==> src/rtl/mult_div_pkg.sv <==
// mult_div_pkg: shared types and constants for the signed multiply/divide unit.
//   - mdu_state_t : FSM state encoding (IDLE=0, MUL_RUN=1, DIV_RUN=2, FIX=3, DONE=4, DZ=5)
//   - mdu_op_t    : operation latched at accept (OP_MULT / OP_DIV)
//   - MULTDIV_WIDTH : default operand width
package mult_div_pkg;

  localparam int MULTDIV_WIDTH = 32;

  typedef enum logic [2:0] {
    IDLE    = 3'd0,
    MUL_RUN = 3'd1,
    DIV_RUN = 3'd2,
    FIX     = 3'd3,
    DONE    = 3'd4,
    DZ      = 3'd5
  } mdu_state_t;

  typedef enum logic {
    OP_MULT = 1'b0,
    OP_DIV  = 1'b1
  } mdu_op_t;

endpackage

==> src/rtl/mult_div_if.sv <==
// mult_div_if: request/result bundle between the control unit (master) and
// the multiply/divide unit (slave).
//   start_mult, start_div : request pulses (master -> slave)
//   a_in, b_in            : operands (master -> slave)
//   hi, lo                : result pair (slave -> master)
//   busy, done, div_zero  : status (slave -> master)
interface mult_div_if #(
  parameter int WIDTH = mult_div_pkg::MULTDIV_WIDTH
);
  logic             start_mult;
  logic             start_div;
  logic [WIDTH-1:0] a_in;
  logic [WIDTH-1:0] b_in;
  logic [WIDTH-1:0] hi;
  logic [WIDTH-1:0] lo;
  logic             busy;
  logic             done;
  logic             div_zero;

  modport master (
    output start_mult, start_div, a_in, b_in,
    input  hi, lo, busy, done, div_zero
  );

  modport slave (
    input  start_mult, start_div, a_in, b_in,
    output hi, lo, busy, done, div_zero
  );
endinterface

==> src/rtl/mult_div_unit_div_step.sv <==
// div_step: one combinational restoring-division iteration on unsigned values.
//   i_rem : partial remainder      o_rem : next partial remainder
//   i_quo : dividend/quotient reg  o_quo : next dividend/quotient reg
//   i_dvs : divisor (magnitude)
// The dividend bits are shifted out of the top of the quotient register while
// quotient bits are shifted in at the bottom.
module div_step #(
  parameter int WIDTH = mult_div_pkg::MULTDIV_WIDTH
) (
  input  logic [WIDTH-1:0] i_rem,
  input  logic [WIDTH-1:0] i_quo,
  input  logic [WIDTH-1:0] i_dvs,
  output logic [WIDTH-1:0] o_rem,
  output logic [WIDTH-1:0] o_quo
);
  logic [WIDTH:0] w_shift;
  logic [WIDTH:0] w_diff;

  // Trial subtraction; an extra top bit catches the borrow.
  always_comb begin
    w_shift = {i_rem, i_quo[WIDTH-1]};
    w_diff  = w_shift - {1'b0, i_dvs};
    if (!w_diff[WIDTH]) begin
      o_rem = w_diff[WIDTH-1:0];
      o_quo = {i_quo[WIDTH-2:0], 1'b1};
    end else begin
      o_rem = w_shift[WIDTH-1:0];
      o_quo = {i_quo[WIDTH-2:0], 1'b0};
    end
  end
endmodule

==> src/rtl/mult_div_unit.sv <==
// mult_div_unit: multicycle signed MULT/DIV responder, one bit per cycle.
// Ports:
//   clk   : rising-edge clock
//   reset : synchronous reset, active-low
//   bus   : mult_div_if.slave (start_mult, start_div, a_in, b_in -> hi, lo,
//           busy, done, div_zero)
// Config macro MULTDIV_DIVZERO_EXC_EN:
//   defined   : divide by zero goes IDLE -> DZ and pulses div_zero, hi/lo kept
//   undefined : div_zero tied 0; divide by zero runs normally and FIX loads
//               lo = all ones, hi = dividend
// Timing: accept at E0, run E1..E(WIDTH), FIX at E(WIDTH+1) loads hi/lo,
// DONE at E(WIDTH+2) raises done for one cycle.
module mult_div_unit
  import mult_div_pkg::*;
#(
  parameter int WIDTH = MULTDIV_WIDTH
) (
  input logic       clk,
  input logic       reset,
  mult_div_if.slave bus
);
  localparam int CNT_W = $clog2(WIDTH);

  mdu_state_t       r_state;
  mdu_op_t          r_op;
  logic [CNT_W-1:0] r_cnt;
  logic [WIDTH-1:0] r_a;
  logic [WIDTH-1:0] r_b;
  // Booth accumulator: A carries one guard bit so MIN_INT multiplicands
  // cannot overflow the partial sum; Q holds the multiplier, r_qm1 is q(-1).
  logic [WIDTH:0]   r_acc_hi;
  logic [WIDTH-1:0] r_acc_lo;
  logic             r_qm1;
  logic [WIDTH-1:0] r_rem;
  logic [WIDTH-1:0] r_quo;
  logic [WIDTH-1:0] r_dvs;
  logic [WIDTH-1:0] r_hi;
  logic [WIDTH-1:0] r_lo;
  logic             r_busy;
  logic             r_done;
  logic             r_div_zero;

  logic [WIDTH:0]   w_mcand;
  logic [WIDTH:0]   w_booth_sum;
  logic [WIDTH-1:0] w_rem_nxt;
  logic [WIDTH-1:0] w_quo_nxt;
  logic [WIDTH-1:0] w_quo_signed;
  logic [WIDTH-1:0] w_rem_signed;
  logic [WIDTH-1:0] w_fix_hi;
  logic [WIDTH-1:0] w_fix_lo;

  function automatic logic [WIDTH-1:0] f_abs(input logic [WIDTH-1:0] v);
    return v[WIDTH-1] ? -v : v;
  endfunction

  assign w_mcand = {r_a[WIDTH-1], r_a};

  // Booth add/subtract selection from the current multiplier bit pair.
  always_comb begin
    case ({r_acc_lo[0], r_qm1})
      2'b01:   w_booth_sum = r_acc_hi + w_mcand;
      2'b10:   w_booth_sum = r_acc_hi - w_mcand;
      default: w_booth_sum = r_acc_hi;
    endcase
  end

  div_step #(.WIDTH(WIDTH)) u_div_step (
    .i_rem (r_rem),
    .i_quo (r_quo),
    .i_dvs (r_dvs),
    .o_rem (w_rem_nxt),
    .o_quo (w_quo_nxt)
  );

  // Sign correction and result selection loaded into hi/lo in FIX.
  always_comb begin
    w_quo_signed = (r_a[WIDTH-1] ^ r_b[WIDTH-1]) ? -r_quo : r_quo;
    w_rem_signed = r_a[WIDTH-1] ? -r_rem : r_rem;
    if (r_op == OP_MULT) begin
      w_fix_hi = r_acc_hi[WIDTH-1:0];
      w_fix_lo = r_acc_lo;
    end else begin
`ifdef MULTDIV_DIVZERO_EXC_EN
      w_fix_hi = w_rem_signed;
      w_fix_lo = w_quo_signed;
`else
      if (r_b == {WIDTH{1'b0}}) begin
        w_fix_hi = r_a;
        w_fix_lo = {WIDTH{1'b1}};
      end else begin
        w_fix_hi = w_rem_signed;
        w_fix_lo = w_quo_signed;
      end
`endif
    end
  end

  // Control FSM, iteration datapath and registered outputs.
  always_ff @(posedge clk) begin
    if (!reset) begin
      r_state    <= IDLE;
      r_op       <= OP_MULT;
      r_cnt      <= {CNT_W{1'b0}};
      r_a        <= {WIDTH{1'b0}};
      r_b        <= {WIDTH{1'b0}};
      r_acc_hi   <= {(WIDTH+1){1'b0}};
      r_acc_lo   <= {WIDTH{1'b0}};
      r_qm1      <= 1'b0;
      r_rem      <= {WIDTH{1'b0}};
      r_quo      <= {WIDTH{1'b0}};
      r_dvs      <= {WIDTH{1'b0}};
      r_hi       <= {WIDTH{1'b0}};
      r_lo       <= {WIDTH{1'b0}};
      r_busy     <= 1'b0;
      r_done     <= 1'b0;
      r_div_zero <= 1'b0;
    end else begin
      r_done     <= 1'b0;
      r_div_zero <= 1'b0;
      case (r_state)
        IDLE: begin
          if (bus.start_mult) begin
            r_a      <= bus.a_in;
            r_b      <= bus.b_in;
            r_acc_hi <= {(WIDTH+1){1'b0}};
            r_acc_lo <= bus.b_in;
            r_qm1    <= 1'b0;
            r_op     <= OP_MULT;
            r_cnt    <= CNT_W'(WIDTH-1);
            r_busy   <= 1'b1;
            r_state  <= MUL_RUN;
          end else if (bus.start_div) begin
            r_a     <= bus.a_in;
            r_b     <= bus.b_in;
            r_rem   <= {WIDTH{1'b0}};
            r_quo   <= f_abs(bus.a_in);
            r_dvs   <= f_abs(bus.b_in);
            r_op    <= OP_DIV;
            r_cnt   <= CNT_W'(WIDTH-1);
            r_busy  <= 1'b1;
`ifdef MULTDIV_DIVZERO_EXC_EN
            if (bus.b_in == {WIDTH{1'b0}}) begin
              r_div_zero <= 1'b1;
              r_state    <= DZ;
            end else begin
              r_state <= DIV_RUN;
            end
`else
            r_state <= DIV_RUN;
`endif
          end else begin
            r_state <= IDLE;
          end
        end
        MUL_RUN: begin
          // Arithmetic right shift of {A, Q, q(-1)} after the Booth add.
          r_acc_hi <= {w_booth_sum[WIDTH], w_booth_sum[WIDTH:1]};
          r_acc_lo <= {w_booth_sum[0], r_acc_lo[WIDTH-1:1]};
          r_qm1    <= r_acc_lo[0];
          r_cnt    <= r_cnt - CNT_W'(1);
          if (r_cnt == {CNT_W{1'b0}}) begin
            r_state <= FIX;
          end else begin
            r_state <= MUL_RUN;
          end
        end
        DIV_RUN: begin
          r_rem <= w_rem_nxt;
          r_quo <= w_quo_nxt;
          r_cnt <= r_cnt - CNT_W'(1);
          if (r_cnt == {CNT_W{1'b0}}) begin
            r_state <= FIX;
          end else begin
            r_state <= DIV_RUN;
          end
        end
        FIX: begin
          r_hi    <= w_fix_hi;
          r_lo    <= w_fix_lo;
          r_state <= DONE;
        end
        DONE: begin
          r_done  <= 1'b1;
          r_busy  <= 1'b0;
          r_state <= IDLE;
        end
        DZ: begin
          r_busy  <= 1'b0;
          r_state <= IDLE;
        end
        default: begin
          r_busy  <= 1'b0;
          r_state <= IDLE;
        end
      endcase
    end
  end

  assign bus.hi       = r_hi;
  assign bus.lo       = r_lo;
  assign bus.busy     = r_busy;
  assign bus.done     = r_done;
  assign bus.div_zero = r_div_zero;
endmodule

==> src/flat_wrapper.sv <==
// flat-port wrapper written by rule: the top's interface ports become plain ports
module mult_div_unit_flat import mult_div_pkg::*;
#(
  parameter int WIDTH = MULTDIV_WIDTH
)
  (clk, reset, bus_start_mult, bus_start_div, bus_a_in, bus_b_in, bus_hi, bus_lo, bus_busy, bus_done, bus_div_zero);
  mult_div_if #(.WIDTH(WIDTH)) bus_i ();
  input logic clk;
  input logic reset;
  input wire logic [$bits(bus_i.start_mult)-1:0] bus_start_mult;
  input wire logic [$bits(bus_i.start_div)-1:0] bus_start_div;
  input wire logic [$bits(bus_i.a_in)-1:0] bus_a_in;
  input wire logic [$bits(bus_i.b_in)-1:0] bus_b_in;
  output wire logic [$bits(bus_i.hi)-1:0] bus_hi;
  output wire logic [$bits(bus_i.lo)-1:0] bus_lo;
  output wire logic [$bits(bus_i.busy)-1:0] bus_busy;
  output wire logic [$bits(bus_i.done)-1:0] bus_done;
  output wire logic [$bits(bus_i.div_zero)-1:0] bus_div_zero;
  assign bus_i.start_mult = bus_start_mult;
  assign bus_i.start_div = bus_start_div;
  assign bus_i.a_in = bus_a_in;
  assign bus_i.b_in = bus_b_in;
  assign bus_hi = bus_i.hi;
  assign bus_lo = bus_i.lo;
  assign bus_busy = bus_i.busy;
  assign bus_done = bus_i.done;
  assign bus_div_zero = bus_i.div_zero;
  mult_div_unit #(.WIDTH(WIDTH)) u_core (.clk(clk), .reset(reset), .bus(bus_i));
endmodule
==> config.mk <==
export PLATFORM = sky130hd
export DESIGN_NAME = mult_div_unit_flat
export DESIGN_NICKNAME = d
export VERILOG_FILES = /design/src/rtl/mult_div_pkg.sv /design/src/rtl/mult_div_if.sv /design/src/rtl/mult_div_unit_div_step.sv /design/src/rtl/mult_div_unit.sv /design/src/flat_wrapper.sv
export SDC_FILE = /design/constraint.sdc
export NUM_CORES = 1
export LEC_CHECK = 0
export ABC_AREA = 1
export CAP_MARGIN = 10
export CORE_MARGIN = 3
export CORE_UTILIZATION = 50
export DETAILED_ROUTE_END_ITERATION = 10
export PLACE_DENSITY = 0.81
export REMOVE_ABC_BUFFERS = 1
export SYNTH_ARGS = -nofsm -noshare
export SYNTH_HDL_FRONTEND = slang
export SYNTH_HIERARCHICAL = 1
export SYNTH_SLANG_ARGS = --single-unit
==> constraint.sdc <==
create_clock -name clk -period 4.1 [get_ports clk]
set_clock_uncertainty 0.15 [all_clocks]
set_input_delay 1.23 -clock clk [delete_from_list [all_inputs] [get_ports clk]]
set_output_delay 1.23 -clock clk [all_outputs]
set_load 0.05 [all_outputs]
Word-level counts from Yosys, hierarchy flattened
Cells that the tools add are included.
Storage, ports and cells
  input port bits: 68
  logic and storage cells: 91
  register bits: 301
  output and inout port bits: 67
Cells by class
  reductions and logical operators: 15
  mux-type cells: 40
  $add $sub $neg: 8
  bitwise logic cells: 3
  eq/ne operators: 10
Operator list (count)
  $mux 32: 18
  $pmux 32 s2: 3
  $pmux 33 s2: 2
  $neg 32->32: 4
  $add 33x33->33: 1
  $mux 33: 1
  $sub 33x32->33: 1
  $sub 33x33->33: 1
  $logic_not 32->1: 1
  $pmux 3 s4: 1
  $mux 5: 2
  $pmux 5 s2: 1
  $reduce_and 2->1: 4
  $reduce_bool 2->1: 4
  $mux 1: 7
  $eq 3x2->1 const B: 2
  $ne 2x2->1 const B: 3
  $reduce_and 3->1: 2
  $logic_not 5->1: 1
  $sub 5x1->5 const B: 1
  $mux 2: 2
  $pmux 1 s2: 2
  $eq 3x1->1 const B: 1
  $eq 3x3->1 const B: 1
  9 further kinds: 10

Longest topological paths before layout
  word-level depth: 5
  depth in mapped cells: 26
  gate-level depth less buffers: 26

Hierarchy
Netlist, hierarchy kept.
Modules (own cells, without submodules)
  mult_div_unit: area each 18545.3 µm², cells an instance 2916, times used 1, seq. area each 6005.8 µm²
  div_step: area each 3394.5 µm², cells an instance 711, times used 1, seq. area each 0.0 µm²

Worst setup path before layout
OpenSTA, ideal clock, no wires.
  path kind: register -> register
  start point: register u_core.r_acc_lo[0]
  end point: register u_core.r_acc_hi[13]
  stages on the path, launching flop included: 17
  slack: 1.166 ns
  clock period less this slack: 2.934 ns
  arrival: 2.666 ns
  library setup time: 0.118 ns
  required time: 3.832 ns
  buffers on the path: 2
  cell sequence: dfxtp_1 > ha_1 > buf_2 > clkinv_1 > buf_1 > nand2_1 > xor2_1 > inv_1 > ha_1 > or2_2 > nand2_1 > o21bai_1 > nand3_1 > nand2_1 > or2_2 > nand3_1 > a21oi_1
On the way
  cells in the longest elaborated chain, start to end: 3
  elaborated cells on any way between the ends: 4
  classes of those cells: 2 x eq/ne; 2 x mux
Ends and longest elaborated chain
  start: declaration: RTL line mult_div_unit.sv:32  | logic [WIDTH-1:0] r_acc_lo;
  start signal: assignment: RTL line mult_div_unit.sv:107  | r_acc_lo <= {WIDTH{1'b0}};
  start signal: assignment: RTL line mult_div_unit.sv:126  | r_acc_lo <= bus.b_in;
  start signal: assignment: RTL line mult_div_unit.sv:158  | r_acc_lo <= {w_booth_sum[0], r_acc_lo[WIDTH-1:1]};
  $eq 2x2->1 / $eq 2x1->1 (equally long branches): RTL line mult_div_unit.sv:60  | case ({r_acc_lo[0], r_qm1})
  $pmux 33 s2 (*): RTL line mult_div_unit.sv:60
  $pmux 33 s2 (*): RTL line mult_div_unit.sv:120  | case (r_state)
  end signal: assignment: RTL line mult_div_unit.sv:106  | r_acc_hi <= {(WIDTH+1){1'b0}};
  end signal: assignment: RTL line mult_div_unit.sv:125  | r_acc_hi <= {(WIDTH+1){1'b0}};
  end signal: assignment: RTL line mult_div_unit.sv:157  | r_acc_hi <= {w_booth_sum[WIDTH], w_booth_sum[WIDTH:1]};
  end: declaration: RTL line mult_div_unit.sv:31  | logic [WIDTH:0] r_acc_hi;
Mark *: on every way between the ends. The rest lies on a longest branch, timed or not.
A chain may end at the register's enable or synchronous reset.

Final worst setup path
  start point: register u_core.r_acc_lo[0]
  end point: register u_core.r_acc_hi[31]
Same word-level chain as after synthesis.

==> metrics <==
status=complete, no violations; Synth Area in Adders=0.0429; crit-path leading delay family=simple AND/OR/NAND/NOR gates; RSZ-0062 raised after global routing=no; area share of the leading cell type in the synthesized netlist=0.274; CP dominant cell by count=nand2_1; CP Data Arrival Time=3820 ps; share of cells above drive strength 1=0.0471; largest family of logic cells by synthesized area=simple AND/OR/NAND/NOR gates; vias in the first global route=21800; final hold vios=0; Core Region=43200 sq um; n_diodes=0; Filler cells=4296; Starting Density=0.508; largest cells by area after synthesis=dfxtp_1 27%, nand2_1 18%, a21oi_1 9.2%; worst path cell trace=ha_1 > clkinv_1 > buf_4 > nand2_1 > nand2_1 > nor2_1 > o21ai_0 > xor2_1 > ha_1 > nand2_1 > nor2_1 > nor3b_1 > nand2_1 > nand2_1 > nand3_1 > nand3_1 > a21oi_1; Die ar.=46400 sq um; die height=215 um; required time worst endpoint=4370 ps; CP endpoint kind=flip-flop; max-cap violation count=0; initial antenna violation count=2; Worst-Margin Slew=915 ps; Simple-Gate Fraction of Synth Area=0.322; post-synthesis cell type count=56; sequential fraction of the synthesis area=0.274; Top FF cell, synth=dfxtp_1; Worst Hold Class=flip-flop to flip-flop; HPWL after DPL=55700 um; TritonCTS buffer count=35; Reg clk slew, reported paths=60 ps; Post-CTS Repair Setup Buffers=0; row count=76; CTS Buffer Depth=3; Top-Level Pins=135; cts repair resizes=0; CP max FO=10; DR vias=24100; Slew Limit Fails=0; startpoint types=flip-flop; worst vdd ir=411 uV; Non-Filler Instances=4259; XOR/XNOR Fraction of Synth Area=0.0367; Layout Area Growth over Synthesis=11.7%; register bit total from synthesis=300; storage element area=6010 sq um; leak pwr=11.5 nW; Total GRT Usage=0.308; largest net degree at the start of global routing=123; post-route antenna net violation count=0; final instance area=24500 sq um; Post-CTS Hold Fix Bufs=0; sum of buffers and inverters on the critical path=2; fin crit share=0.866; Final WS setup=549 ps; Hold Slack=314 ps; CTS root buf=clkbuf_16; CP peak stage delay=370 ps; min Tclk post-route=3550 ps; CTS H-tree depth=2; area leader, netlist=dfxtp_1; Num Clock Sinks=300; slowest CP cell=dfxtp_1; first-pass GRT wire length=117000 um; post-place setup slack=445 ps; clock latency at the later pin of the worst-skew pair=550 ps; drt first pass iters=6; WL per Instance=17.5 um; Syn Inst Count=3627; drc violations=0; TritonCTS clock tree=yes; WS Path Type=flip-flop to flip-flop; mux cell area share after synthesis=0; post-layout util=0.568; Final setup viols=0; port bufs=133; Compound-Gate Fraction of Synth Area=0.199; Max Clock Freq=0.282 GHz; Mean Syn Cell Area=6.05 sq um; vias per cell=5.65; PwrDens=461 nW/um^2; mapped cell area=21900 sq um; Iter 0 DRT Violations=2532; Placed Area=23300 sq um; cell count after placement=4196; Routed WL=74300 um; Final #Nets=3790; slew margin rel.=0.390; asr flop ratio synth=0; multi-input logic area=13200 sq um; gr ovfl total=0; placer congestion estimate=0.988; Die Wd=215 um; Synth Warn #=6; number of synthesized flops with an enable pin=0
==> registers in the layout, indices dropped and copies added, names as in the netlist <==
name / cells
u_core/bus.busy: 1
u_core/bus.done: 1
u_core/bus.hi: 32
u_core/bus.lo: 32
u_core/r_a: 32
u_core/r_acc_hi: 32
u_core/r_acc_lo: 32
u_core/r_b: 32
u_core/r_cnt: 5
u_core/r_dvs: 32
u_core/r_op: 1
u_core/r_qm1: 1
u_core/r_quo: 32
u_core/r_rem: 32
u_core/r_state: 3
==> stage by stage <==
step | setup TNS [ps] | power (mW)
final | 0 | 11.3
after global routing | 0 | 12.0
after CTS | 0 | 11.2
after detailed placement | 0 | 7.92
after global placement | 0 | 7.87
after floorplan | -10180 | 6.63
==> kinds of logic after synthesis <==
| logic type | count (synthesis) |
|---|---|
| other | 1 |
| XOR/XNOR | 92 |
| adder cells (fa/ha/maj) | 74 |
| AND/OR/NAND/NOR | 1697 |
| AO/OA/AOI/OAI | 818 |
| flip-flops | 300 |
| buffers and inverters | 645 |
==> cells in the final DEF (no fill, tap or decap), types with 5 or more instances in the layout <==
cell             instances
a21oi_1                404
ha_1                    72
buf_4                   28
nor2_2                  16
xor2_1                  84
and2_1                   7
nor3_1                  32
o21bai_1                13
nand3_1                197
o21ai_0                219
nor2_4                   6
clkinv_2                 9
clkbuf_1                 5
nand2_2                 17
inv_2                   11
nand2_1               1037
clkbuf_8                 5
nor4_1                   5
o21ai_2                  5
o221ai_1                 9
clkdlybuf4s50_1        132
o21ai_1                 67
or2_2                    9
clkbuf_16               36
o211ai_1                22
nor2_1                 306
nand3b_1                12
xnor2_1                  8
a31oi_1                 59
inv_1                  445
buf_12                   5
nand4_1                 36
dfxtp_1                300
==> synthesized netlist by cell type, types with 6 or more instances <==
cell type	count
nand2_1	1037
inv_1	447
a21oi_1	404
nor2_1	308
dfxtp_1	300
o21ai_0	219
nand3_1	197
xor2_1	84
clkbuf_1	79
ha_1	72
o21ai_1	67
a31oi_1	59
buf_2	41
buf_4	37
nand4_1	36
nor3_1	32
o211ai_1	22
buf_6	17
nand2_2	17
nor2_2	15
o21bai_1	13
nand3b_1	12
inv_2	10
o221ai_1	9
or2_2	9
xnor2_1	8
and2_1	7
buf_1	6
==> path summary, 6_finish.rpt <==
check	from	endpoint	slack, ps	cells past startpoint
worst max register to register	u_core/r_acc_lo[0]	u_core/r_acc_hi[31]	550	17
worst min-delay path	u_core/bus.lo[31]	u_core/bus.lo[31]	310	2
worst max-delay path	u_core/r_acc_lo[0]	u_core/r_acc_hi[31]	550	17
worst min register to register	u_core/bus.lo[31]	u_core/bus.lo[31]	310	2
==> per-layer routing <==
layer  share of wire  global-route usage  wire length [um]  vias to the layer above
met3           0.084              0.0375              6270                      202
met5         0.00017                   0                13                        -
met4           0.049               0.144              3660                        2
met2            0.44               0.484             32600                     1155
met1            0.43               0.424             31800                    10900
li1                -                   -                 -                    11800
==> power by group <==
part | leakage (nW) | switching, mW | internal (mW)
registers | 2.46 | 0.368 | 3.27
logic | 8.41 | 2.97 | 1.40
clock network | 0.585 | 1.33 | 1.96
total | 11.5 | 4.66 | 6.63
==> area by class of cell <==
class | count | share of cell area
Tap cell | 585 | 0.0299
Clock inverter | 17 | 0.00847
Timing Repair Buffer | 165 | 0.0666
Clock buffer | 46 | 0.0403
Inverter | 464 | 0.0714
Sequential cell | 300 | 0.245
Multi-Input combinational cell | 2682 | 0.538
==> worst min-delay path: stages, from the launching register on <==
cell and delay (ps):
dfxtp_1 310, nand2_1 60, a21oi_1 50
Note: power is estimated with default switching activity, not from simulation.
